<file path="src/rtl/branch_pkg.sv">
// Shared encodings for the control-transfer resolution controller:
// op codes, branch funct3 values and FSM state encoding.
package branch_pkg;

  localparam logic [1:0] OP_BR   = 2'b00;
  localparam logic [1:0] OP_JAL  = 2'b01;
  localparam logic [1:0] OP_JALR = 2'b10;

  localparam logic [2:0] F3_BEQ  = 3'b000;
  localparam logic [2:0] F3_BNE  = 3'b001;
  localparam logic [2:0] F3_BLT  = 3'b100;
  localparam logic [2:0] F3_BGE  = 3'b101;
  localparam logic [2:0] F3_BLTU = 3'b110;
  localparam logic [2:0] F3_BGEU = 3'b111;

  typedef enum logic [1:0] {
    ST_IDLE     = 2'd0,
    ST_CMP      = 2'd1,
    ST_RESOLVE  = 2'd2,
    ST_REDIRECT = 2'd3
  } state_t;

endpackage

</file>
<file path="src/rtl/branch_cmp.sv">
// Registered operand comparator; outputs update only on cycles where en is high.
module branch_cmp #(
  parameter int WIDTH = 32
) (
  input  logic             clk,
  input  logic             rst,
  input  logic             en,
  input  logic [WIDTH-1:0] a,
  input  logic [WIDTH-1:0] b,
  output logic             eq,
  output logic             lt_s,
  output logic             lt_u
);

  always_ff @(posedge clk or posedge rst) begin
    if (rst) begin
      eq   <= 1'b0;
      lt_s <= 1'b0;
      lt_u <= 1'b0;
    end else if (en) begin
      eq   <= (a == b);
      lt_s <= ($signed(a) < $signed(b));
      lt_u <= (a < b);
    end
  end

endmodule

</file>
<file path="src/rtl/branch_ctrl.sv">
// Resolves one branch/JAL/JALR at a time: capture, compare, decide, then
// redirect fetch and pulse flush/done.
//
// state       | meaning
// ST_IDLE     | ready for a new instruction; accepts on req_valid
// ST_CMP      | comparator and target registers load
// ST_RESOLVE  | taken/illegal/misalign decision
// ST_REDIRECT | holding redirect until fetch accepts
module branch_ctrl
  import branch_pkg::*;
#(
  parameter int WIDTH  = 32,
  parameter int IALIGN = 4
) (
  input  logic             clk,
  input  logic             rst,
  input  logic             req_valid,
  output logic             req_ready,
  input  logic [1:0]       req_op,
  input  logic [2:0]       req_funct3,
  input  logic [WIDTH-1:0] req_rs1,
  input  logic [WIDTH-1:0] req_rs2,
  input  logic [WIDTH-1:0] req_pc,
  input  logic [WIDTH-1:0] req_imm,
  output logic             redirect_valid,
  input  logic             redirect_ready,
  output logic [WIDTH-1:0] redirect_pc,
  output logic [WIDTH-1:0] link_addr,
  output logic             taken,
  output logic             flush,
  output logic             done,
  output logic             misalign,
  output logic             illegal
);

  state_t state, state_nxt;

  logic [1:0]       op_q;
  logic [2:0]       f3_q;
  logic [WIDTH-1:0] rs1_q, rs2_q, pc_q, imm_q, target_q, target_nxt;
  logic             eq, lt_s, lt_u;
  logic             cond, is_illegal, is_taken, misaligned;
  logic             accept, rpc_load;
  logic             done_nxt, flush_nxt, misalign_nxt, illegal_nxt, taken_nxt, rv_nxt;

  branch_cmp #(.WIDTH(WIDTH)) u_cmp (
    .clk  (clk),
    .rst  (rst),
    .en   (state == ST_CMP),
    .a    (rs1_q),
    .b    (rs2_q),
    .eq   (eq),
    .lt_s (lt_s),
    .lt_u (lt_u)
  );

  assign req_ready  = (state == ST_IDLE);
  assign target_nxt = (op_q == OP_JALR) ? ((rs1_q + imm_q) & ~WIDTH'(1)) : (pc_q + imm_q);

  always_comb begin
    cond = 1'b0;
    case (f3_q)
      F3_BEQ:  cond = eq;
      F3_BNE:  cond = !eq;
      F3_BLT:  cond = lt_s;
      F3_BGE:  cond = !lt_s;
      F3_BLTU: cond = lt_u;
      F3_BGEU: cond = !lt_u;
      default: cond = 1'b0;
    endcase
    is_illegal = (op_q == 2'b11) ||
                 ((op_q == OP_BR) && ((f3_q == 3'b010) || (f3_q == 3'b011)));
    is_taken   = (op_q != OP_BR) || cond;
    if (IALIGN == 4) misaligned = |target_q[1:0];
    else             misaligned = target_q[0];
  end

  always_comb begin
    state_nxt    = state;
    accept       = 1'b0;
    rpc_load     = 1'b0;
    done_nxt     = 1'b0;
    flush_nxt    = 1'b0;
    misalign_nxt = 1'b0;
    illegal_nxt  = 1'b0;
    taken_nxt    = taken;
    rv_nxt       = redirect_valid;
    case (state)
      ST_IDLE: begin
        if (req_valid) begin
          accept    = 1'b1;
          state_nxt = ST_CMP;
        end
      end
      ST_CMP: state_nxt = ST_RESOLVE;
      ST_RESOLVE: begin
        state_nxt = ST_IDLE;
        done_nxt  = 1'b1;
        if (is_illegal) begin
          illegal_nxt = 1'b1;
          taken_nxt   = 1'b0;
        end else if (!is_taken) begin
          taken_nxt = 1'b0;
        end else if (misaligned) begin
          taken_nxt    = 1'b1;
          misalign_nxt = 1'b1;
        end else begin
          taken_nxt = 1'b1;
          done_nxt  = 1'b0;
          rv_nxt    = 1'b1;
          rpc_load  = 1'b1;
          state_nxt = ST_REDIRECT;
        end
      end
      ST_REDIRECT: begin
        if (redirect_ready) begin
          rv_nxt    = 1'b0;
          flush_nxt = 1'b1;
          done_nxt  = 1'b1;
          state_nxt = ST_IDLE;
        end
      end
      default: state_nxt = ST_IDLE;
    endcase
  end

  always_ff @(posedge clk or posedge rst) begin
    if (rst) begin
      state          <= ST_IDLE;
      op_q           <= '0;
      f3_q           <= '0;
      rs1_q          <= '0;
      rs2_q          <= '0;
      pc_q           <= '0;
      imm_q          <= '0;
      target_q       <= '0;
      link_addr      <= '0;
      redirect_pc    <= '0;
      redirect_valid <= 1'b0;
      taken          <= 1'b0;
      flush          <= 1'b0;
      done           <= 1'b0;
      misalign       <= 1'b0;
      illegal        <= 1'b0;
    end else begin
      state          <= state_nxt;
      redirect_valid <= rv_nxt;
      taken          <= taken_nxt;
      flush          <= flush_nxt;
      done           <= done_nxt;
      misalign       <= misalign_nxt;
      illegal        <= illegal_nxt;
      if (accept) begin
        op_q      <= req_op;
        f3_q      <= req_funct3;
        rs1_q     <= req_rs1;
        rs2_q     <= req_rs2;
        pc_q      <= req_pc;
        imm_q     <= req_imm;
        link_addr <= req_pc + WIDTH'(4);
      end
      if (state == ST_CMP) target_q <= target_nxt;
      if (rpc_load)        redirect_pc <= target_q;
    end
  end

endmodule

</file>
<file path="config.mk">
export PLATFORM = sky130hd
export DESIGN_NAME = branch_ctrl
export DESIGN_NICKNAME = d
export VERILOG_FILES = /design/src/rtl/branch_pkg.sv /design/src/rtl/branch_cmp.sv /design/src/rtl/branch_ctrl.sv
export SDC_FILE = /design/constraint.sdc
export NUM_CORES = 1
export LEC_CHECK = 0
export ABC_AREA = 1
export CELL_PAD_IN_SITES_DETAIL_PLACEMENT = 1
export CELL_PAD_IN_SITES_GLOBAL_PLACEMENT = 1
export CORE_ASPECT_RATIO = 1.75
export CORE_MARGIN = 3
export CORE_UTILIZATION = 43
export DETAILED_ROUTE_END_ITERATION = 8
export MAX_ROUTING_LAYER = met4
export PLACE_DENSITY = 0.88
export SLEW_MARGIN = 10
export SYNTH_ARGS = -nofsm -noshare
export SYNTH_HDL_FRONTEND = slang
export SYNTH_HIERARCHICAL = 1
export SYNTH_SLANG_ARGS = --single-unit
</file>
<file path="constraint.sdc">
create_clock -name clk -period 17.2 [get_ports clk]
set_input_delay 2.58 -clock clk [delete_from_list [all_inputs] [get_ports clk]]
set_output_delay 2.58 -clock clk [all_outputs]
set_load 0.02 [all_outputs]
</file>
==> impl_summary.txt, run 1 <==
----------------------------------------------------
[Timing]
  Final Worst Setup Slack ... 11.99 ns
  Hold violation count in the final report ... 0
  Share of the clock period used by the worst path after layout ... between 30% and 40%
  Max-slew headroom at the worst pin ... ~28%
  Worst-case clock skew ... slightly above 0.03 ns
  # setup viols final ... 0
  Max Freq ... approximately 190 MHz
  Time the final worst path needs with I/O delays and setup ... 5.211 ns
  Max Slew Vio Count ... 0
  Setup repair after global routing missed its margin ... no
  Worst Max-Slew Pin Slew ... about 1.1 ns
  Final sum of negative setup slack ... 0 ns

[Placement]
  Detailed placer's ending HPWL ... 43.44 mm
  Total placed cells including tap cells ... between 2000 and 3000
  Number of buffers inserted by port buffering ... about 210
  Dpl ws ... ~11 ns
  Placed instance area ... ~0.018 mm^2
  Final weighted congestion in routability-driven placement ... between 0.9 and 1

[CTS]
  CTS root buf ... sky130_fd_sc_hd__clkbuf_16
  Number of clock sinks ... between 200 and 250
  Count of instances resized after the clock tree is built ... 0
  Number of H-tree levels ... 1
  Clk_lat worst skew ... roughly 0.56 ns
  TritonCTS buffer count ... 24
  Longest Clk Path Bufs ... 3
  # Post-CTS Setup Buffers ... 0
  TritonCTS clock tree ... yes
  Post-CTS clock slew at the launch and capture registers of the worst setup and hold paths ... roughly 0.070 ns
  Hold-fix buffers, CTS ... 0

[Hold path]
  HP Start ... redirect_pc[0]$_DFFE_PP0P_
  Worst min path class ... reg -> reg

[Global routing]
  Combined global-route utilization of all metal layers ... 29.76%
  Global-route wire length before repair ... 87.55 mm
  Pin count of the biggest net entering global routing ... 104
  Busiest grt layer ... met2
  Met3 routing resource usage after global routing ... under 10%
  M2 GR Usage ... between 50% and 60%
  Met1 capacity usage during global routing ... approximately a third
  Vias in the first global route ... approximately 17000
  Antenna violations before repair ... 0
  Grt ovf ... 0

[Drt]
  Via total after detailed routing ... around 15000
  Wirelength, routed ... 55.15 mm
  Iteration-0 DRC count of the detailed router ... around 570
  Remaining antenna violation count after routing ... 0
  # DRC ... 0
  First drt pass iteration count ... 5
  Routed wire length per instance ... approximately 18 um
  Vias per cell ... 5.157

[Worst setup path]
  Crit end category ... flip-flop
  Startpoint of the most critical register-to-register path ... state[1]$_DFFE_PP0P_
  Launch point of the worst path ... req_valid
  CP Launch Type ... input pin
  Data required time of the critical path ... between 15 and 20 ns
  Category of the most critical setup path ... in -> reg
  Crit-path max FO ... 100
  Critical path arrival ... approximately 5.6 ns

[Floorplanning]
  Die extent in x ... roughly 150 um
  Number of cell rows ... 91
  Floorplan Core Area ... ~0.035 mm^2
  Die boundary height ... between 200 and 300 um
  Area of the die ... between 0.03 and 0.04 mm^2
  Initial core utilization ... approximately 44%
  Number of top-level pins ... between 200 and 250

[Final layout]
  Post-layout net count ... approximately 2700
  Final standard cell count with taps included and fillers excluded ... 2982
  Final Util ... a little over half
  Area overhead of the layout relative to synthesis ... 21.31%
  Leading cell type in the layout, fill and taps excluded ... sky130_fd_sc_hd__nand2_1
  Fraction of layout cells with a size suffix above 1 ... about 3.6%
  Post-route standard cell area excluding fillers ... roughly 0.019 mm^2
  Commonest non-fill, non-tap cells in the layout ... sky130_fd_sc_hd__nand2_1, sky130_fd_sc_hd__inv_1, sky130_fd_sc_hd__dfrtp_1
  Antenna Diode Count ... 0

[Synth]
  Syn avg cell area ... around 6.7 um^2
  Sequential fraction of the synthesis area ... between 30% and 40%
  Count of different cell masters after synthesis ... between 40 and 50
  Syn Inst Count ... between 2000 and 2500
  Synthesized area ... 0.01546 mm^2
  Warning count from the yosys run ... 6
  Total of flip-flops plus latches after synthesis ... between 200 and 250
  Proportion of synthesized flip-flops having asynchronous set or reset ... 100.0%
  Number of synthesized flops with an enable pin ... 0
  Most used flip-flop cell after synthesis ... sky130_fd_sc_hd__dfrtp_1
  Total nets after synthesis ... 2549

[Job]
  MaxCap Viol Count ... 0

[Run status]
  Result of the run ... finished clean

[Power]
  Power Dens Cells ... between 200 and 250 mW/mm^2
  Static Leak ... just over 10 nW
  Max rail drop VDD ... 0.0001215 V

----------------------------------------------------
-- registers in the layout, indices dropped and copies added, names as in the netlist, 2 cells and up --
signal       flops
link_addr       32
rs1_q           32
f3_q             3
redirect_pc     32
op_q             2
target_q        32
state            2
pc_q            30
rs2_q           32
imm_q           32
-- path summary, 6_finish.rpt --
path / to / slack [ns] / cells after the start
setup / recovery: link_addr[20]$_DFFE_PP0P_ / 11.99 / 7
hold / removal: redirect_pc[0]$_DFFE_PP0P_ / 0.46 / 2
setup reg to reg: link_addr[20]$_DFFE_PP0P_ / 13.30 / 7
hold reg to reg: redirect_pc[0]$_DFFE_PP0P_ / 0.46 / 2
max in group asynchronous: redirect_pc[30]$_DFFE_PP0P_ / 13.14 / 3
min in group asynchronous: u_cmp/lt_s$_DFFE_PP0P_ / 2.38 / 2
-- critical path, stage by stage --
cell                              delay, ns
sky130_fd_sc_hd__clkdlybuf4s50_1       0.50
sky130_fd_sc_hd__nand2_4               0.50
sky130_fd_sc_hd__inv_4                 0.62
sky130_fd_sc_hd__buf_4                 0.85
sky130_fd_sc_hd__nand2_1               0.18
sky130_fd_sc_hd__o21ai_0               0.14
sky130_fd_sc_hd__o21ai_0               0.12
-- cell type report --
cell class | instances | area (um^2)
Fill cell | 4669 | 16660
Tap cell | 465 | 581.8
Sequential cell | 238 | 5956
Clock inverter | 11 | 151.4
Clock buffer | 32 | 680.7
Multi-Input combinational cell | 1681 | 7966
Timing Repair Buffer | 215 | 2132
Inverter | 340 | 1286
-- per-layer routing --
metal / wire, um / part of all wire, %
met3: 1657 / 3.0
met2: 30300 / 55
met5: 0 / 0
met1: 20830 / 38
met4: 2364 / 4.3
-- cells in the mapped netlist, types with 13 or more instances --
cell type / n / area share (%)
sky130_fd_sc_hd__nand2_1: 1069 / 26
sky130_fd_sc_hd__inv_1: 332 / 8.1
sky130_fd_sc_hd__dfrtp_1: 238 / 39
sky130_fd_sc_hd__nand3_1: 138 / 4.5
sky130_fd_sc_hd__nor2_1: 123 / 3.0
sky130_fd_sc_hd__ha_1: 94 / 7.6
sky130_fd_sc_hd__a21oi_1: 72 / 2.3
sky130_fd_sc_hd__o21ai_0: 59 / 1.9
sky130_fd_sc_hd__clkbuf_1: 31 / 0.75
sky130_fd_sc_hd__buf_2: 14 / 0.45
sky130_fd_sc_hd__nand4_1: 13 / 0.53
sky130_fd_sc_hd__nor3_1: 13 / 0.42
-- cell families (layout without fill, tap and decap cells) --
kind of cell	after synthesis	after routing	share of synthesized area, %
AOI/OAI and AO/OA	174	174	6.321
and+or+nand+nor	1395	1395	36.39
xor gates and xnor gates	16	16	0.9064
buffers and inverters	397	598	9.995
adders and majority gates	96	96	7.867
DFF	238	238	38.52
-- power breakdown --
group	internal, W	switching, W
Sequential	0.000819	0.000226
Combinational	0.000796	0.00154
Clock	0.000325	0.000239
-- through the flow --
| stage | total power, W | hold WS (ns) |
|---|---|---|
| 6_report | 0.003941 | 0.4637 |
| 5_1_grt | 0.004300 | 0.4890 |
| 4_1_cts | 0.003966 | 0.4708 |
| 3_5_place_dp | 0.003358 | 0.4539 |
| 3_3_place_gp | 0.003237 | 0.4474 |
| 2_1_floorplan | 0.002502 | 0.4488 |
Power figures use the tool's default switching activity.
==> run 2, diff against run 1 <==
Settings changed: CORE_UTILIZATION 43 to 36, PLACE_DENSITY 0.88 to 0.78.
Clock period 17.2 ns to 4.3 ns, I/O delays scaled along.
==> impl_summary.txt, run 2 (same netlist as run 1, synthesis figures left out) <==
----------------------------------------------------
[Global routing]
  Combined global-route utilization of all metal layers ... 24.08% (was 29.76%)
  Vias in the first global route ... 16262 (was 16853)
  Grt ovf ... 0 (unchanged)
  Pin count of the biggest net entering global routing ... 102 (was 104)
  Global-route wire length before repair ... 84.52 mm (was 87.55 mm)
  Antenna violations before repair ... 1 (was 0)

[Drt]
  # DRC ... 0 (unchanged)
  Remaining antenna violation count after routing ... 0 (unchanged)
  Wirelength, routed ... 53.02 mm (was 55.15 mm)
  Vias per cell ... 4.916 (was 5.157)
  Routed wire length per instance ... 17.20 um (was 18.49 um)
  Iteration-0 DRC count of the detailed router ... 576 (was 568)
  First drt pass iteration count ... 5 (unchanged)
  Via total after detailed routing ... 15150 (was 15379)

[Timing]
  Share of the clock period used by the worst path after layout ... 68.31%
  # setup viols final ... 0 (unchanged)
  Max-slew headroom at the worst pin ... 32.62% (was 27.54%)
  Max Slew Vio Count ... 0 (unchanged)
  Hold violation count in the final report ... 0 (unchanged)
  Setup repair after global routing missed its margin ... no (unchanged)
  Worst Max-Slew Pin Slew ... 1.011 ns (was 1.087 ns)
  Max Freq ... between 300 and 400 MHz
  Worst-case clock skew ... 0.01085 ns (was 0.03047 ns)
  Final sum of negative setup slack ... 0 ns (unchanged)
  Time the final worst path needs with I/O delays and setup ... 2.937 ns
  Final Worst Setup Slack ... 1.363 ns (was 11.99 ns)

[Placement]
  Total placed cells including tap cells ... 3037 (was 2939)
  Detailed placer's ending HPWL ... 43.16 mm (was 43.44 mm)
  Number of buffers inserted by port buffering ... 207 (unchanged)
  Placed instance area ... 0.01813 mm^2 (was 0.01792 mm^2)
  Final weighted congestion in routability-driven placement ... 0.9041 (was 0.9359)
  Dpl ws ... 1.540 ns (was 11.48 ns)

[Worst setup path]
  Master of the slowest instance on the critical path ... sky130_fd_sc_hd__clkdlybuf4s50_1 (was sky130_fd_sc_hd__buf_4)
  CP Launch Type ... flip-flop (was input pin)
  Peak per-stage delay on the critical path ... 0.76 ns (was 0.85 ns)
  Crit end category ... primary output (was flip-flop)
  Crit-path leading delay family ... buffers and inverters (unchanged)
  Series of cell instances along the critical path ... nor2_1, clkdlybuf4s50_1 (was clkdlybuf4s50_1, nand2_4, inv_4, buf_4, nand2_1, o21ai_0, o21ai_0)
  Combined buffer and inverter count along the critical path ... 1 (was 3)
  Data required time of the critical path ... 3.65 ns (was 17.61 ns)
  Critical path arrival ... 2.29 ns (was 5.62 ns)
  Category of the most critical setup path ... reg -> out (was in -> reg)
  Crit-path max FO ... 4 (was 100)

[Floorplanning]
  Number of cell rows ... 99 (was 91)
  Initial core utilization ... 36.71% (was 43.66%)
  Floorplan Core Area ... 0.04212 mm^2 (was 0.03541 mm^2)
  Area of the die ... 0.04556 mm^2 (was 0.03835 mm^2)
  Die boundary height ... 280.1 um (was 256.8 um)
  Number of top-level pins ... 208 (unchanged)
  Die extent in x ... 162.7 um (was 149.3 um)

[Hold path]
  Worst min path class ... in -> async (was reg -> reg)

[Final layout]
  Post-route standard cell area excluding fillers ... 0.01895 mm^2 (was 0.01875 mm^2)
  Commonest non-fill, non-tap cells in the layout ... sky130_fd_sc_hd__nand2_1, sky130_fd_sc_hd__inv_1, sky130_fd_sc_hd__dfrtp_1 (unchanged)
  Leading cell type in the layout, fill and taps excluded ... sky130_fd_sc_hd__nand2_1 (unchanged)
  Area overhead of the layout relative to synthesis ... 22.60% (was 21.31%)
  Fillers ... 5515 (was 4669)
  Post-layout net count ... 2742 (was 2733)
  Final Util ... 45.00% (was 52.96%)
  Final standard cell count with taps included and fillers excluded ... 3082 (was 2982)
  Fraction of layout cells with a size suffix above 1 ... 3.840% (was 3.576%)

[CTS]
  Post-CTS clock slew at the launch and capture registers of the worst setup and hold paths ... 0.06 ns (was 0.07 ns)
  Hold-fix buffers, CTS ... 0 (unchanged)
  CTS root buf ... sky130_fd_sc_hd__clkbuf_16 (unchanged)
  Number of H-tree levels ... 1 (unchanged)
  Number of clock sinks ... 238 (unchanged)
  Count of instances resized after the clock tree is built ... 0 (unchanged)
  # Post-CTS Setup Buffers ... 0 (unchanged)
  TritonCTS buffer count ... 24 (unchanged)
  Longest Clk Path Bufs ... 3 (unchanged)
  TritonCTS clock tree ... yes (unchanged)
  Clk_lat worst skew ... 0.55 ns (was 0.56 ns)

[Job]
  MaxCap Viol Count ... 0 (unchanged)

[Power]
  Power Dens Cells ... 817.2 mW/mm^2 (was 210.1 mW/mm^2)
  Max rail drop VDD ... 0.0005649 V (was 0.0001215 V)
  Static Leak ... 10.42 nW (was 10.39 nW)

[Run status]
  Result of the run ... finished clean (unchanged)

----------------------------------------------------
[run 2: report_power, final]
group	total [W]	leakage (nW)	internal (W)	switching (W)
logic	0.00920	7.07	0.00319	0.00601
clock network	0.00214	0.390	0.00121	0.000925
registers	0.00415	2.96	0.00328	0.000869
total	0.0155	10.4	0.00768	0.00780
[run 2: worst paths after layout]
check	cells past startpoint	slack, ns	from	end
max	2	1.36	state[1]$_DFFE_PP0P_	req_ready
min	2	0.42	rst	u_cmp/lt_s$_DFFE_PP0P_
max reg2reg	8	1.70	op_q[1]$_DFFE_PP0P_	redirect_pc[12]$_DFFE_PP0P_
min reg2reg	2	0.47	redirect_pc[15]$_DFFE_PP0P_	redirect_pc[15]$_DFFE_PP0P_
max in group asynchronous	4	2.70	rst	imm_q[27]$_DFFE_PP0P_
min in group clk	2	0.47	redirect_pc[15]$_DFFE_PP0P_	redirect_pc[15]$_DFFE_PP0P_
[run 2: routing by layer]
layer / vias to the layer above / routed length (um) / track usage (%)
met5: - / 0 / -
met4: 0 / 2192 / 9.051
met3: 91 / 1186 / 1.595
met2: 231 / 27950 / 44.07
met1: 7319 / 21690 / 27.41
li1: 7509 / - / -
[run 2: cell type report]
type	count	area (um^2)	area share, %
diodes	1	2.502	0.01320
repair buffers	224	2250	11.87
flip-flops and latches	238	5956	31.42
clock inverters	11	141.4	0.7460
multi-input cells	1681	7966	42.03
inverters	340	1282	6.767
well taps	555	694.4	3.664
clock buffers	32	660.6	3.486
[run 2: through the flow]
step           hold slack [ns]  total power (W)
3_5_place_dp            0.4554          0.01337
6_report                0.4179          0.01549
3_3_place_gp            0.4474          0.01307
2_1_floorplan           0.3986          0.01001
5_1_grt                 0.4300          0.01703
4_1_cts                 0.3995          0.01564
==> run 3, diff against run 2 <==
Settings changed: CORE_UTILIZATION 36 to 40, PLACE_DENSITY 0.78 to 0.82.
Clock period 4.3 ns to 3.03 ns, I/O delays scaled along.
==> impl_summary.txt, run 3 (same netlist as run 1, synthesis figures left out) <==
----------------------------------------------------
[Run status]
  Result of the run ... finished clean (unchanged)

[Floorplanning]
  Floorplan Core Area ... 0.03787 mm^2 (was 0.04212 mm^2)
  Area of the die ... 0.04114 mm^2 (was 0.04556 mm^2)
  Die extent in x ... 154.6 um (was 162.7 um)
  Number of cell rows ... 94 (was 99)
  Die boundary height ... 266.1 um (was 280.1 um)
  Initial core utilization ... 40.82% (was 36.71%)
  Number of top-level pins ... 208 (unchanged)

[Placement]
  Final weighted congestion in routability-driven placement ... 0.9013 (was 0.9041)
  Detailed placer's ending HPWL ... 43.54 mm (was 43.16 mm)
  Dpl ws ... 0.4722 ns (was 1.540 ns)
  Number of buffers inserted by port buffering ... 207 (unchanged)

[Global routing]
  Antenna violations before repair ... 0 (was 1)
  Grt ovf ... 0 (unchanged)
  Pin count of the biggest net entering global routing ... 106 (was 102)
  Combined global-route utilization of all metal layers ... 26.84% (was 24.08%)
  Vias in the first global route ... 16709 (was 16262)
  Global-route wire length before repair ... 85.73 mm (was 84.52 mm)

[Hold path]
  Worst min path class ... in -> async (unchanged)

[Timing]
  Time the final worst path needs with I/O delays and setup ... 2.656 ns
  Worst-case clock skew ... 0.01201 ns (was 0.01085 ns)
  Hold violation count in the final report ... 0 (unchanged)
  # setup viols final ... 0 (unchanged)
  Max Freq ... around 380 MHz
  Worst Max-Slew Pin Slew ... 0.7539 ns (was 1.011 ns)
  Max Slew Vio Count ... 0 (unchanged)
  Final sum of negative setup slack ... 0 ns (unchanged)
  Setup repair after global routing missed its margin ... no (unchanged)
  Worst slack on hold paths ... 0.1996 ns (was 0.4179 ns)
  Max-slew headroom at the worst pin ... 49.66% (was 32.62%)
  Share of the clock period used by the worst path after layout ... approximately 88%
  Final Worst Setup Slack ... 0.3739 ns (was 1.363 ns)

[CTS]
  # Post-CTS Setup Buffers ... 0 (unchanged)
  Longest Clk Path Bufs ... 3 (unchanged)
  Number of H-tree levels ... 1 (unchanged)
  TritonCTS buffer count ... 24 (unchanged)
  Count of instances resized after the clock tree is built ... 0 (unchanged)
  Clk_lat worst skew ... 0.55 ns (about the same)
  TritonCTS clock tree ... yes (unchanged)
  CTS root buf ... sky130_fd_sc_hd__clkbuf_16 (unchanged)
  Number of clock sinks ... 238 (unchanged)
  Hold-fix buffers, CTS ... 0 (unchanged)
  Post-CTS clock slew at the launch and capture registers of the worst setup and hold paths ... 0.07 ns (was 0.06 ns)

[Worst setup path]
  Launch point of the worst path ... state[0]$_DFFE_PP0P_ (was state[1]$_DFFE_PP0P_)
  Crit end category ... primary output (unchanged)
  CP Launch Type ... flip-flop (unchanged)
  Startpoint of the most critical register-to-register path ... rs1_q[9]$_DFFE_PP0P_ (was op_q[1]$_DFFE_PP0P_)
  Data required time of the critical path ... 2.58 ns (was 3.65 ns)
  Category of the most critical setup path ... reg -> out (unchanged)
  Peak per-stage delay on the critical path ... 0.74 ns (was 0.76 ns)
  Critical path arrival ... 2.20 ns (was 2.29 ns)
  Master of the slowest instance on the critical path ... sky130_fd_sc_hd__clkdlybuf4s50_1 (unchanged)
  Series of cell instances along the critical path ... nor2_1, clkdlybuf4s50_1 (unchanged)
  Crit-path max FO ... 5 (was 4)

[Drt]
  Wirelength, routed ... 53.73 mm (was 53.02 mm)
  Routed metal-1 wire length ... 21.26 mm (was 21.69 mm)
  WL met3 ... 1.495 mm (was 1.186 mm)
  Top Metal Used ... met4 (unchanged)
  # DRC ... 0 (unchanged)
  Routed met2 length ... 28.53 mm (was 27.95 mm)
  Remaining antenna violation count after routing ... 0 (unchanged)
  Vias per cell ... 5.095 (was 4.916)
  Via total after detailed routing ... 15305 (was 15150)
  Iteration-0 DRC count of the detailed router ... 609 (was 576)
  Routed wire length per instance ... 17.89 um (was 17.20 um)
  First drt pass iteration count ... 7 (was 5)

[Power]
  Power Dens Cells ... 1177 mW/mm^2 (was 817.2 mW/mm^2)
  Max rail drop VDD ... 0.0005552 V (was 0.0005649 V)
  Static Leak ... 10.43 nW (was 10.42 nW)

[Final layout]
  Commonest non-fill, non-tap cells in the layout ... sky130_fd_sc_hd__nand2_1, sky130_fd_sc_hd__inv_1, sky130_fd_sc_hd__dfrtp_1 (unchanged)
  Final Util ... 49.83% (was 45.00%)
  Area used by multi-input combinational logic ... 0.007966 mm^2 (unchanged)
  Antenna Diode Count ... 0 (was 1)
  Fraction of layout cells with a size suffix above 1 ... 3.843% (was 3.840%)
  Fillers ... 4985 (was 5515)
  Area overhead of the layout relative to synthesis ... 22.08% (was 22.60%)
  Leading cell type in the layout, fill and taps excluded ... sky130_fd_sc_hd__nand2_1 (unchanged)
  Sequential standard cell area ... 0.005956 mm^2 (unchanged)
  Post-layout net count ... 2739 (was 2742)

[Job]
  MaxCap Viol Count ... 0 (unchanged)

----------------------------------------------------
==> run 3: changes by cell type in the layout (fill, tap and decap cells not counted), sizes merged <==
| cell | before | now |
|---|---|---|
| buf | 17 | 14 |
| clkbuf | 32 | 33 |
| clkinv | 12 | 10 |
| diode | 1 | 0 |
| inv | 335 | 337 |
==> run 3: routing by layer <==
| metal | vias to the layer above | global-route usage, % |
|---|---|---|
| li1 | 7506 | - |
| met1 | 7395 | 29.51 |
| met2 | 291 | 49.37 |
| met3 | 113 | 2.503 |
| met4 | 0 | 10.94 |
| met5 | - | - |
==> run 3: area by class of cell <==
type | instances | area share [%]
inverter | 340 | 6.795
timing repair buffer | 221 | 11.87
tap | 480 | 3.182
clock buffer | 33 | 3.679
sequential | 238 | 31.56
clock inverter | 11 | 0.7094
multi-input combinational | 1681 | 42.21
==> run 3: path summary, 6_finish.rpt <==
kind	depth (start not counted)	slack, ns	endpoint
max	2	0.37	req_ready
min	2	0.20	u_cmp/eq$_DFFE_PP0P_
max reg2reg	13	0.61	target_q[30]$_DFFE_PP0P_
min reg2reg	2	0.47	redirect_pc[3]$_DFFE_PP0P_
max in group asynchronous	3	1.80	redirect_pc[22]$_DFFE_PP0P_
min in group clk	3	0.44	imm_q[7]$_DFFE_PP0P_
==> run 3: where the power goes <==
group          internal, W  switching, W  total [W]
Sequential         0.00465       0.00124    0.00589
Combinational      0.00457       0.00862     0.0132
Clock              0.00179       0.00134    0.00313
==> run 3: critical path, delay by kind of cell, from the launching register on <==
kind | cells | cell delay, ns
DFF | 1 | 0.42
buffers and inverters | 1 | 0.74
and+or+nand+nor | 1 | 0.49
==> run 3: metrics by stage <==
step                      cells  area (um^2)  total power, W
final                      3004        18870         0.02221
after global routing       3004        18870         0.02432
after CTS                  3004        18870         0.02236
after detailed placement   2960        18040         0.01907
after global placement     2960        18040         0.01846
after floorplan            2316        15460         0.01420
